`src/rtl/rot_pkg.sv`:
```
// rot_dma_ctrl shared types: FSM state encoding, HSIZE code and
// default sizing parameters for the burst sequencer.
package rot_pkg;

  localparam int MAX_BURST_DEF = 16;
  localparam int LEN_W_DEF = 16;

  localparam logic [2:0] HSIZE_WORD = 3'b010;

  typedef enum logic [2:0] {
    S_IDLE,
    S_RD_REQ,
    S_RD_WAIT,
    S_PROC_REQ,
    S_PROC_WAIT,
    S_WR_REQ,
    S_WR_WAIT,
    S_FIN
  } rdc_state_e;

endpackage

```
`src/rtl/rot_burst_calc.sv`:
```
// Chunk sizing and address advance for rot_dma_ctrl: retires one chunk
// from the job and sizes the next one as min(remaining, MAX_BURST).
module rot_burst_calc
  import rot_pkg::*;
#(
  parameter int MAX_BURST = MAX_BURST_DEF,
  parameter int LEN_W = LEN_W_DEF
) (
  input  logic [LEN_W-1:0] rem_i,
  input  logic [4:0]       chunk_i,
  input  logic [31:0]      src_i,
  input  logic [31:0]      dst_i,
  output logic [LEN_W-1:0] rem_o,
  output logic [4:0]       chunk_o,
  output logic [31:0]      src_o,
  output logic [31:0]      dst_o
);

  logic [31:0] step;

  always_comb begin
    step  = {25'd0, chunk_i, 2'b00};
    src_o = src_i + step;
    dst_o = dst_i + step;
    rem_o = rem_i - LEN_W'(chunk_i);
    if (rem_o > LEN_W'(MAX_BURST)) begin
      chunk_o = 5'(MAX_BURST);
    end else begin
      chunk_o = rem_o[4:0];
    end
  end

endmodule

```
`src/rtl/rot_dma_ctrl.sv`:
```
// Frame job sequencer for the rotate path: read burst, pixel engine, write burst.
// Optional RDC_PERF_CNT_EN adds O_RDC_CYCLES / O_RDC_BURSTS job counters.
module rot_dma_ctrl
  import rot_pkg::*;
#(
  parameter int MAX_BURST = MAX_BURST_DEF,
  parameter int LEN_W = LEN_W_DEF
) (
  input  logic             I_RDC_HCLK,
  input  logic             I_RDC_RESET,
  input  logic             I_RDC_START,
  input  logic             I_RDC_ABORT,
  input  logic [31:0]      I_RDC_SRC_ADDR,
  input  logic [31:0]      I_RDC_DST_ADDR,
  input  logic [LEN_W-1:0] I_RDC_LEN,
  input  logic             I_RDC_DMA_DONE,
  input  logic             I_RDC_PROC_DONE,
  output logic [31:0]      O_RDC_DMA_ADDR,
  output logic [4:0]       O_RDC_DMA_COUNT,
  output logic [2:0]       O_RDC_DMA_SIZE,
  output logic             O_RDC_DMA_WRITE,
  output logic             O_RDC_DMA_START,
  output logic             O_RDC_PROC_START,
  output logic [4:0]       O_RDC_PROC_COUNT,
  output logic             O_RDC_BUSY,
  output logic             O_RDC_DONE,
  output logic             O_RDC_ABORTED
`ifdef RDC_PERF_CNT_EN
  ,
  output logic [31:0]      O_RDC_CYCLES,
  output logic [15:0]      O_RDC_BURSTS
`endif
);

  rdc_state_e       state_q, state_d;
  logic [31:0]      src_q, src_d;
  logic [31:0]      dst_q, dst_d;
  logic [LEN_W-1:0] rem_q, rem_d;
  logic [4:0]       chunk_q, chunk_d;
  logic             abort_pend_q, abort_pend_d;

  logic [31:0] dma_addr_q, dma_addr_d;
  logic [4:0]  dma_count_q, dma_count_d;
  logic        dma_write_q, dma_write_d;
  logic        dma_start_q, dma_start_d;
  logic        proc_start_q, proc_start_d;
  logic [4:0]  proc_count_q, proc_count_d;
  logic        busy_q, busy_d;
  logic        done_q, done_d;
  logic        aborted_q, aborted_d;

  logic             idle;
  logic             stop;
  logic [LEN_W-1:0] c_rem_i, c_rem_o;
  logic [4:0]       c_chunk_i, c_chunk_o;
  logic [31:0]      c_src_i, c_src_o;
  logic [31:0]      c_dst_i, c_dst_o;

  assign idle = (state_q == S_IDLE);

  // In IDLE the calculator sizes the first chunk straight from the job inputs.
  always_comb begin
    if (idle) begin
      c_rem_i   = I_RDC_LEN;
      c_chunk_i = 5'd0;
      c_src_i   = I_RDC_SRC_ADDR & ~32'h3;
      c_dst_i   = I_RDC_DST_ADDR & ~32'h3;
    end else begin
      c_rem_i   = rem_q;
      c_chunk_i = chunk_q;
      c_src_i   = src_q;
      c_dst_i   = dst_q;
    end
  end

  rot_burst_calc #(
    .MAX_BURST(MAX_BURST),
    .LEN_W    (LEN_W)
  ) u_calc (
    .rem_i  (c_rem_i),
    .chunk_i(c_chunk_i),
    .src_i  (c_src_i),
    .dst_i  (c_dst_i),
    .rem_o  (c_rem_o),
    .chunk_o(c_chunk_o),
    .src_o  (c_src_o),
    .dst_o  (c_dst_o)
  );

  assign stop = I_RDC_ABORT | abort_pend_q;

  always_comb begin
    state_d      = state_q;
    src_d        = src_q;
    dst_d        = dst_q;
    rem_d        = rem_q;
    chunk_d      = chunk_q;
    abort_pend_d = abort_pend_q;
    aborted_d    = 1'b0;
    unique case (state_q)
      S_IDLE: begin
        abort_pend_d = 1'b0;
        if (I_RDC_START) begin
          src_d   = c_src_o;
          dst_d   = c_dst_o;
          rem_d   = I_RDC_LEN;
          chunk_d = c_chunk_o;
          state_d = (I_RDC_LEN == '0) ? S_FIN : S_RD_REQ;
        end
      end
      S_RD_REQ, S_PROC_REQ, S_WR_REQ: begin
        if (I_RDC_ABORT) begin
          state_d   = S_IDLE;
          aborted_d = 1'b1;
        end else if (state_q == S_RD_REQ) begin
          state_d = S_RD_WAIT;
        end else if (state_q == S_PROC_REQ) begin
          state_d = S_PROC_WAIT;
        end else begin
          state_d = S_WR_WAIT;
        end
      end
      S_RD_WAIT: begin
        if (I_RDC_ABORT) abort_pend_d = 1'b1;
        if (I_RDC_DMA_DONE) begin
          state_d   = stop ? S_IDLE : S_PROC_REQ;
          aborted_d = stop;
        end
      end
      S_PROC_WAIT: begin
        if (I_RDC_ABORT) begin
          state_d   = S_IDLE;
          aborted_d = 1'b1;
        end else if (I_RDC_PROC_DONE) begin
          state_d = S_WR_REQ;
        end
      end
      S_WR_WAIT: begin
        if (I_RDC_ABORT) abort_pend_d = 1'b1;
        if (I_RDC_DMA_DONE) begin
          if (stop) begin
            state_d   = S_IDLE;
            aborted_d = 1'b1;
          end else begin
            src_d   = c_src_o;
            dst_d   = c_dst_o;
            rem_d   = c_rem_o;
            chunk_d = c_chunk_o;
            state_d = (c_rem_o == '0) ? S_FIN : S_RD_REQ;
          end
        end
      end
      S_FIN: begin
        state_d   = S_IDLE;
        aborted_d = I_RDC_ABORT;
      end
      default: state_d = S_IDLE;
    endcase
  end

  // Outputs are registered from the next state; burst fields hold until reused.
  always_comb begin
    dma_addr_d   = dma_addr_q;
    dma_count_d  = dma_count_q;
    dma_write_d  = dma_write_q;
    dma_start_d  = 1'b0;
    proc_start_d = 1'b0;
    proc_count_d = proc_count_q;
    if (state_d == S_RD_REQ) begin
      dma_start_d = 1'b1;
      dma_addr_d  = src_d;
      dma_count_d = chunk_d;
      dma_write_d = 1'b0;
    end else if (state_d == S_WR_REQ) begin
      dma_start_d = 1'b1;
      dma_addr_d  = dst_d;
      dma_count_d = chunk_d;
      dma_write_d = 1'b1;
    end else if (state_d == S_PROC_REQ) begin
      proc_start_d = 1'b1;
      proc_count_d = chunk_d;
    end
    busy_d = (state_d != S_IDLE);
    done_d = (state_d == S_FIN);
  end

  always_ff @(posedge I_RDC_HCLK) begin
    if (I_RDC_RESET) begin
      state_q      <= S_IDLE;
      src_q        <= '0;
      dst_q        <= '0;
      rem_q        <= '0;
      chunk_q      <= '0;
      abort_pend_q <= 1'b0;
      dma_addr_q   <= '0;
      dma_count_q  <= '0;
      dma_write_q  <= 1'b0;
      dma_start_q  <= 1'b0;
      proc_start_q <= 1'b0;
      proc_count_q <= '0;
      busy_q       <= 1'b0;
      done_q       <= 1'b0;
      aborted_q    <= 1'b0;
    end else begin
      state_q      <= state_d;
      src_q        <= src_d;
      dst_q        <= dst_d;
      rem_q        <= rem_d;
      chunk_q      <= chunk_d;
      abort_pend_q <= abort_pend_d;
      dma_addr_q   <= dma_addr_d;
      dma_count_q  <= dma_count_d;
      dma_write_q  <= dma_write_d;
      dma_start_q  <= dma_start_d;
      proc_start_q <= proc_start_d;
      proc_count_q <= proc_count_d;
      busy_q       <= busy_d;
      done_q       <= done_d;
      aborted_q    <= aborted_d;
    end
  end

  assign O_RDC_DMA_ADDR   = dma_addr_q;
  assign O_RDC_DMA_COUNT  = dma_count_q;
  assign O_RDC_DMA_SIZE   = HSIZE_WORD;
  assign O_RDC_DMA_WRITE  = dma_write_q;
  assign O_RDC_DMA_START  = dma_start_q;
  assign O_RDC_PROC_START = proc_start_q;
  assign O_RDC_PROC_COUNT = proc_count_q;
  assign O_RDC_BUSY       = busy_q;
  assign O_RDC_DONE       = done_q;
  assign O_RDC_ABORTED    = aborted_q;

`ifdef RDC_PERF_CNT_EN
  logic [31:0] cycles_q, cycles_d;
  logic [15:0] bursts_q, bursts_d;

  always_comb begin
    cycles_d = cycles_q;
    bursts_d = bursts_q;
    if (idle && I_RDC_START) begin
      cycles_d = '0;
      bursts_d = '0;
    end else begin
      if (busy_q && (cycles_q != '1)) cycles_d = cycles_q + 32'd1;
      if (I_RDC_DMA_DONE &&
          ((state_q == S_RD_WAIT) || (state_q == S_WR_WAIT))) begin
        bursts_d = bursts_q + 16'd1;
      end
    end
  end

  always_ff @(posedge I_RDC_HCLK) begin
    if (I_RDC_RESET) begin
      cycles_q <= '0;
      bursts_q <= '0;
    end else begin
      cycles_q <= cycles_d;
      bursts_q <= bursts_d;
    end
  end

  assign O_RDC_CYCLES = cycles_q;
  assign O_RDC_BURSTS = bursts_q;
`endif

endmodule

```
`config.mk`:
```
export PLATFORM = sky130hd
export DESIGN_NAME = rot_dma_ctrl
export DESIGN_NICKNAME = d
export VERILOG_FILES = /design/src/rtl/rot_pkg.sv /design/src/rtl/rot_burst_calc.sv /design/src/rtl/rot_dma_ctrl.sv
export SDC_FILE = /design/constraint.sdc
export NUM_CORES = 1
export LEC_CHECK = 0
export CAP_MARGIN = 10
export CORE_MARGIN = 2
export CORE_UTILIZATION = 30
export CTS_CLUSTER_DIAMETER = 200
export DETAILED_ROUTE_END_ITERATION = 6
export PLACE_DENSITY_LB_ADDON = 0.1
export SLEW_MARGIN = 30
export SYNTH_ARGS = -nofsm -noshare
export SYNTH_HDL_FRONTEND = slang
export SYNTH_SLANG_ARGS = --single-unit
```
`constraint.sdc`:
```
create_clock -name I_RDC_HCLK -period 6.9 [get_ports I_RDC_HCLK]
set_clock_uncertainty 0.05 [all_clocks]
set_input_delay 1.38 -clock I_RDC_HCLK [delete_from_list [all_inputs] [get_ports I_RDC_HCLK]]
set_output_delay 1.38 -clock I_RDC_HCLK [all_outputs]
set_load 0.05 [all_outputs]
```
# == Yosys cells after proc, flatten, opt, wreduce, memory -nomap -nowiden ==
# Cells that the tools add are included.
# word_totals
ff_bits,137
output_inout_bits,51
wordCells,100
# op_classes
addsub,3
order_cmp,1
eq_ne,15
n_mux,48
n_bitwise,3
reduce_logical,15
# ops
op,n
two-way mux 32 bit,10
case mux 32 bit (2 select lines),2
adder 32 x 7 -> 32 bit,2
two-way mux 16 bit,4
two-way mux 5 bit,7
logical NOT 16 bit,2
case mux 16 bit (2 select lines),1
two-way mux 3 bit,10
"equality test 3 bit, second input constant",6
case mux 3 bit (6 select lines),1
"> comparator 16 x 5 -> 1 bit, second input constant",1
subtractor 16 x 5 -> 16 bit,1
case mux 5 bit (2 select lines),1
"equality test 3 x 2 -> 1 bit, second input constant",3
two-way mux 1 bit,8
"equality test 3 x 1 -> 1 bit, second input constant",2
"inequality test 2 bit, second input constant",3
nonzero test 2 bit,3
OR reduction 3 bit,2
two-way mux 2 bit,2
case mux 1 bit (4 select lines),1
AND reduction 4 bit,1
OR reduction 2 bit,2
OR reduction 4 bit,1
8 further kinds,9

# == Depth between registers and ports, before layout ==
# depth
word_depth,11
ltp_mapped,25

# == Cells and area by module ==
# Synthesis repeated with hierarchy kept, for this count alone.
# hier_totals
cells_unflattened,1028
hier_area_um2,8674.6
# modules_own_cells
mod,n_inst,cells_each,area_each_um2,seq_area_each_um2
rot_dma_ctrl,1,765,6871.6,2742.6
rot_burst_calc,1,263,1803.0,0.0

# == Least setup slack after synthesis ==
# OpenSTA, ideal clock, no wires.
# synth_path
path_type,reg-to-reg
startpoint,reg state_q[0]
endpoint,reg dma_addr_q[22] (netlist: O_RDC_DMA_ADDR[22])
setup_ns,0.122
t_arrival_ns,5.146
required_time_ns,6.728
slack_ns,1.582
path_stages_with_launch,24
path_buffers,10
cell_sequence,dfxtp_1 > buf_2 > nor3_4 > buf_6 > buf_6 > buf_4 > buf_4 > buf_2 > buf_2 > buf_2 > buf_2 > mux2i_1 > ha_1 > inv_1 > fa_1 > nand2b_1 > a211oi_1 > nor2_1 > a21oi_2 > xnor2_1 > or4_4 > o21a_1 > clkbuf_1 > a221o_1
# synth_via
elab_chain_cells,10
# synth_rtl
item,line,source
from (decl),rot_dma_ctrl.sv:35,"rdc_state_e state_q, state_d;"
from (signal assigned),rot_dma_ctrl.sv:205,state_q <= state_d;
logical NOT 3 bit,"rot_dma_ctrl.sv:59, rot_dma_ctrl.sv:100",
two-way mux 16 bit or two-way mux 5 bit (tied branches),rot_dma_ctrl.sv:63,if (idle) begin
subtractor 16 x 5 -> 16 bit,rot_burst_calc.sv:25,rem_o = rem_i - LEN_W'(chunk_i);
logical NOT 16 bit,rot_dma_ctrl.sv:149,state_d = (c_rem_o == '0) ? S_FIN : S_RD_REQ;
two-way mux 3 bit,rot_dma_ctrl.sv:149,
two-way mux 3 bit,rot_dma_ctrl.sv:141,if (stop) begin
two-way mux 3 bit,rot_dma_ctrl.sv:140,if (I_RDC_DMA_DONE) begin
case mux 3 bit (6 select lines),rot_dma_ctrl.sv:100,unique case (state_q)
equality test 3 x 1 -> 1 bit or equality test 3 bit (tied branches),"rot_dma_ctrl.sv:169, rot_dma_ctrl.sv:174",
two-way mux 32 bit or nonzero test 2 bit (tied branches),-,
to (signal assigned),rot_dma_ctrl.sv:211,dma_addr_q <= dma_addr_d;
to (decl),rot_dma_ctrl.sv:42,"logic [31:0] dma_addr_q, dma_addr_d;"
# Several ways; a longest one is shown, not always the timed one. The select of a mux whose other input is x is not followed.
# A chain may end at the register's enable or synchronous reset.

# == Final worst setup path ==
# layout_path
startpoint,in I_RDC_LEN[0]
endpoint,reg dma_addr_q[12] (netlist: O_RDC_DMA_ADDR[12])
# layout_via
elab_chain_cells,9
# layout_rtl
item,line,source
from (decl),rot_dma_ctrl.sv:15,"input logic [LEN_W-1:0] I_RDC_LEN,"
two-way mux 16 bit,rot_dma_ctrl.sv:63,
subtractor 16 x 5 -> 16 bit,rot_burst_calc.sv:25,
logical NOT 16 bit,rot_dma_ctrl.sv:149,
two-way mux 3 bit,rot_dma_ctrl.sv:149,
two-way mux 3 bit,rot_dma_ctrl.sv:141,
two-way mux 3 bit,rot_dma_ctrl.sv:140,
case mux 3 bit (6 select lines) (*),rot_dma_ctrl.sv:100,
equality test 3 x 1 -> 1 bit or equality test 3 bit (tied branches),"rot_dma_ctrl.sv:169, rot_dma_ctrl.sv:174",
two-way mux 32 bit or nonzero test 2 bit (tied branches),-,
# Mark *: on every way between the ends. The rest lies on a longest branch, timed or not.

==> flow_metrics.py <==
metrics = {
    "cts": {
        "htree_levels": 4,
        "clkLatencyLatePin_ns": 0.43,
        "cts_tree": "done",
        "clk_path_buf_depth": 2,
        "cts_resized": 0,
        "post_cts_buffers": 0,
        "hold_buffers": 0,
        "clock_sinks": 137,
        "clkSlewWorstSetupHoldPaths_ns": 0.07,
        "cts_made_buffers": 17,
        "cts_root_buffer": "clkbuf_16",
    },
    "worst_setup_path": {
        "crit_fanout": 13,
        "worstPathCellList": "clkdlybuf4s50_1, mux2i_1, ha_1, inv_1, fa_1, nand2b_1, a211oi_1, nor2_1, a21oi_2, xnor2_1, or4_4, o21ai_4, and2_1, buf_12, a221o_1",
        "crit_slowest_cell": "or4_4",
        "rrSetupSlack_ns": 1.75,
        "reg2reg_depth": 15,
        "crit_arrival_ns": 5.56,
        "cp_top_family": "simple AND/OR/NAND/NOR gates",
        "path_class": "in -> reg",
        "start_kind": "input port",
        "worstReg2RegEnd": "O_RDC_DMA_ADDR[12]",
        "r2r_start": "state_q[0]",
        "end_kind": "register",
        "cp.required_ns": 7.22,
        "cpPeakStageDelay_ns": 0.60,
        "cp.depth": 15,
        "cp_num_buf_inv": 3,
    },
    "power_and_ir_drop": {
        "leakagePower_nw": 4.181,
        "total_power_w": 0.002484,
        "peakVddDrop_mv": 0.1617,
        "power_density_mw_per_mm2": 218.2,
    },
    "global_route": {
        "grt_pass1_wl_um": 53250,
        "grt_pass1_vias": 9199,
        "grt_overflow": 0,
        "grt_max_degree": 113,
        "grt_use_total": 0.2074,
        "antenna_found_initial": 0,
    },
    "layout": {
        "final_layout_size_suffix_gt1_frac": 0.06816,
        "area.growth.synth_to_final_pct": 23.02,
        "multi_input_area_mm2": 0.006041,
        "nets": 1425,
        "final_cells": 1731,
        "antenna_cells": 0,
        "regArea_mm2": 0.002743,
        "fillers": 3223,
        "post-route-cell-area_mm2": 0.01138,
    },
    "run": {
        "cap_viol_max_count": 0,
    },
    "synth": {
        "synthCells": 1240,
        "ys.flop_type": "dfxtp_1",
        "netlist_area_mm2": 0.009253,
        "synth_top_cell_by_area": "dfxtp_1",
        "synth-seq-cells": 137,
        "synth_edf_count": 0,
        "async_flop_share": 0,
        "synth_warnings": 0,
        "yosysTopAreaCellShare": 0.2964,
        "ys_top_cells_by_area": "dfxtp_1, nor2_1, nand2_1, a21oi_1, mux2i_1",
        "yosysMostFrequentCell": "nor2_1",
        "synth_commonest_cells": "nor2_1, nand2_1, dfxtp_1",
        "synthDistinctLibCells": 93,
        "yosysSeqAreaShare": 0.2964,
        "avgSynthCellArea_um2": 7.462,
    },
    "timing": {
        "worst_slew_pin_slew_ns": 1.002,
        "slew_headroom": 0.3248,
        "fin_tns_setup_ns": 0,
        "period_share": 0.7583,
        "fmax_ghz": 0.1911,
        "hold_slack_ns": 0.4057,
        "finalHoldViolCount": 0,
        "finalSetupViolCount": 0,
        "post-route-min-period_ns": 5.232,
        "maxSlewViolCount": 0,
        "grt_setup_unrepaired": "no",
    },
    "routing": {
        "vias_per_cell": 5.583,
        "num_vias": 9665,
        "drc": 0,
        "drtAntennaViolNets": 0,
        "drt-initial-drc-count": 595,
        "wl_per_cell_um": 19.55,
        "wl_um": 33840,
        "first_pass_iters": 5,
    },
    "place": {
        "dpl.cell_count": 1700,
        "placed_area_mm2": 0.01082,
        "gp_congestion": 0.8202,
        "place_hpwl_um": 23310,
        "port_buffers": 129,
    },
    "floorplanning": {
        "rows": 64,
        "io_pins": 137,
        "dieArea_mm2": 0.03226,
        "start_util": 0.3033,
        "die_x_um": 179.6,
        "fp.dieH_um": 179.6,
        "core_mm2": 0.03051,
    },
    "outcome": {
        "status": "finished, final reports clean",
    },
    "min_path": {
        "hold_class": "reg -> reg",
        "hold_end": "rem_q[0]",
        "min_from": "rem_q[0]",
        "hold-path-cell-count": 2,
    },
}
==> how the worst max path moves through the flow <==
| stage | from | end | slack (ns) |
|---|---|---|---|
| after floorplan | state_q[0] | O_RDC_DMA_ADDR[22] | 1.58 |
| after global placement | I_RDC_LEN[0] | O_RDC_DMA_ADDR[28] | 1.26 |
| after detailed placement | I_RDC_LEN[0] | O_RDC_DMA_ADDR[28] | 1.19 |
| after CTS | I_RDC_LEN[0] | O_RDC_DMA_ADDR[28] | 1.64 |
| after global routing | I_RDC_LEN[0] | O_RDC_DMA_ADDR[19] | 1.33 |
| final | I_RDC_LEN[0] | O_RDC_DMA_ADDR[12] | 1.67 |
==> cells in the final DEF, fill, tap and decap left out, types with 7 or more instances in the layout <==
master and n:
a31oi_1 30, a211oi_1 20, a221o_1 21, clkbuf_16 17, or3_1 8, nand2b_1 15, nand4_1 15, and2_1 22
nor3_1 34, ha_1 13, o21a_1 11, nand3b_1 7, buf_4 18, dfxtp_1 137, inv_1 22, xnor2_1 14
o31ai_1 8, a311oi_1 8, nand3_1 43, nand2_1 159, nor2_1 160, xor2_1 13, a21o_1 10, clkdlybuf4s50_1 128
mux2i_1 32, o211ai_1 23, o21ai_0 61, a22oi_1 9, o22ai_1 7, nor2b_1 11, and3_1 19, a21oi_1 87
a22o_1 7
==> tightest hold or removal path: cells and delay by family (launching register included) <==
kind | cells | cell delay, ns
AO/OA/AOI/OAI | 1 | 0.05
flip-flops | 1 | 0.31
AND/OR/NAND/NOR | 1 | 0.05
==> state kept, by name (all words and copies together), names as in the netlist, 3 cells and up <==
signal,cells
rem_q,16
chunk_q,5
O_RDC_PROC_COUNT,5
dst_q,32
src_q,32
O_RDC_DMA_COUNT,5
state_q,3
O_RDC_DMA_ADDR,32
==> layout make-up <==
class,count,share of cell area
tap,396,0.04353
multi-input combinational,996,0.5307
clock buffer,19,0.03891
clock inverter,12,0.01033
timing repair buffer,148,0.1280
sequential,137,0.2410
inverter,23,0.007585
==> cell families (layout without fill, tap and decap cells) <==
group,Yosys count,count (layout),share of synthesized area
fa+ha+maj,17,17,0.02515
flops,137,137,0.2964
other cells,2,3,0.0008117
simple gates,538,538,0.2768
compound gates,373,373,0.2790
buf+inv,108,202,0.05436
xor+xnor,27,27,0.02556
mux,38,38,0.04192
==> layer usage <==
metal | global-route usage | vias up | share of wire
met1 | 0.2757 | 4719 | 0.47
met2 | 0.3539 | 217 | 0.48
met5 | 0 | - | 0
li1 | - | 4714 | -
met4 | 0.04390 | 0 | 0.0083
met3 | 0.03323 | 15 | 0.035
==> through the flow <==
| step | utilization | worst slack [ns] |
|---|---|---|
| floorplan | - | 1.582 |
| global placement | 0.3546 | 1.259 |
| detailed placement | 0.3547 | 1.192 |
| CTS | 0.3731 | 1.643 |
| global route | 0.3731 | 1.326 |
| finish | 0.3731 | 1.668 |
==> power by group <==
part / internal, W / switching (W) / total (W)
Sequential: 0.000854 / 0.0000574 / 0.000911
Clock: 0.000509 / 0.000396 / 0.000905
Combinational: 0.000248 / 0.000420 / 0.000668
Total: 0.00161 / 0.000874 / 0.00248
Power figures use the tool's default switching activity.
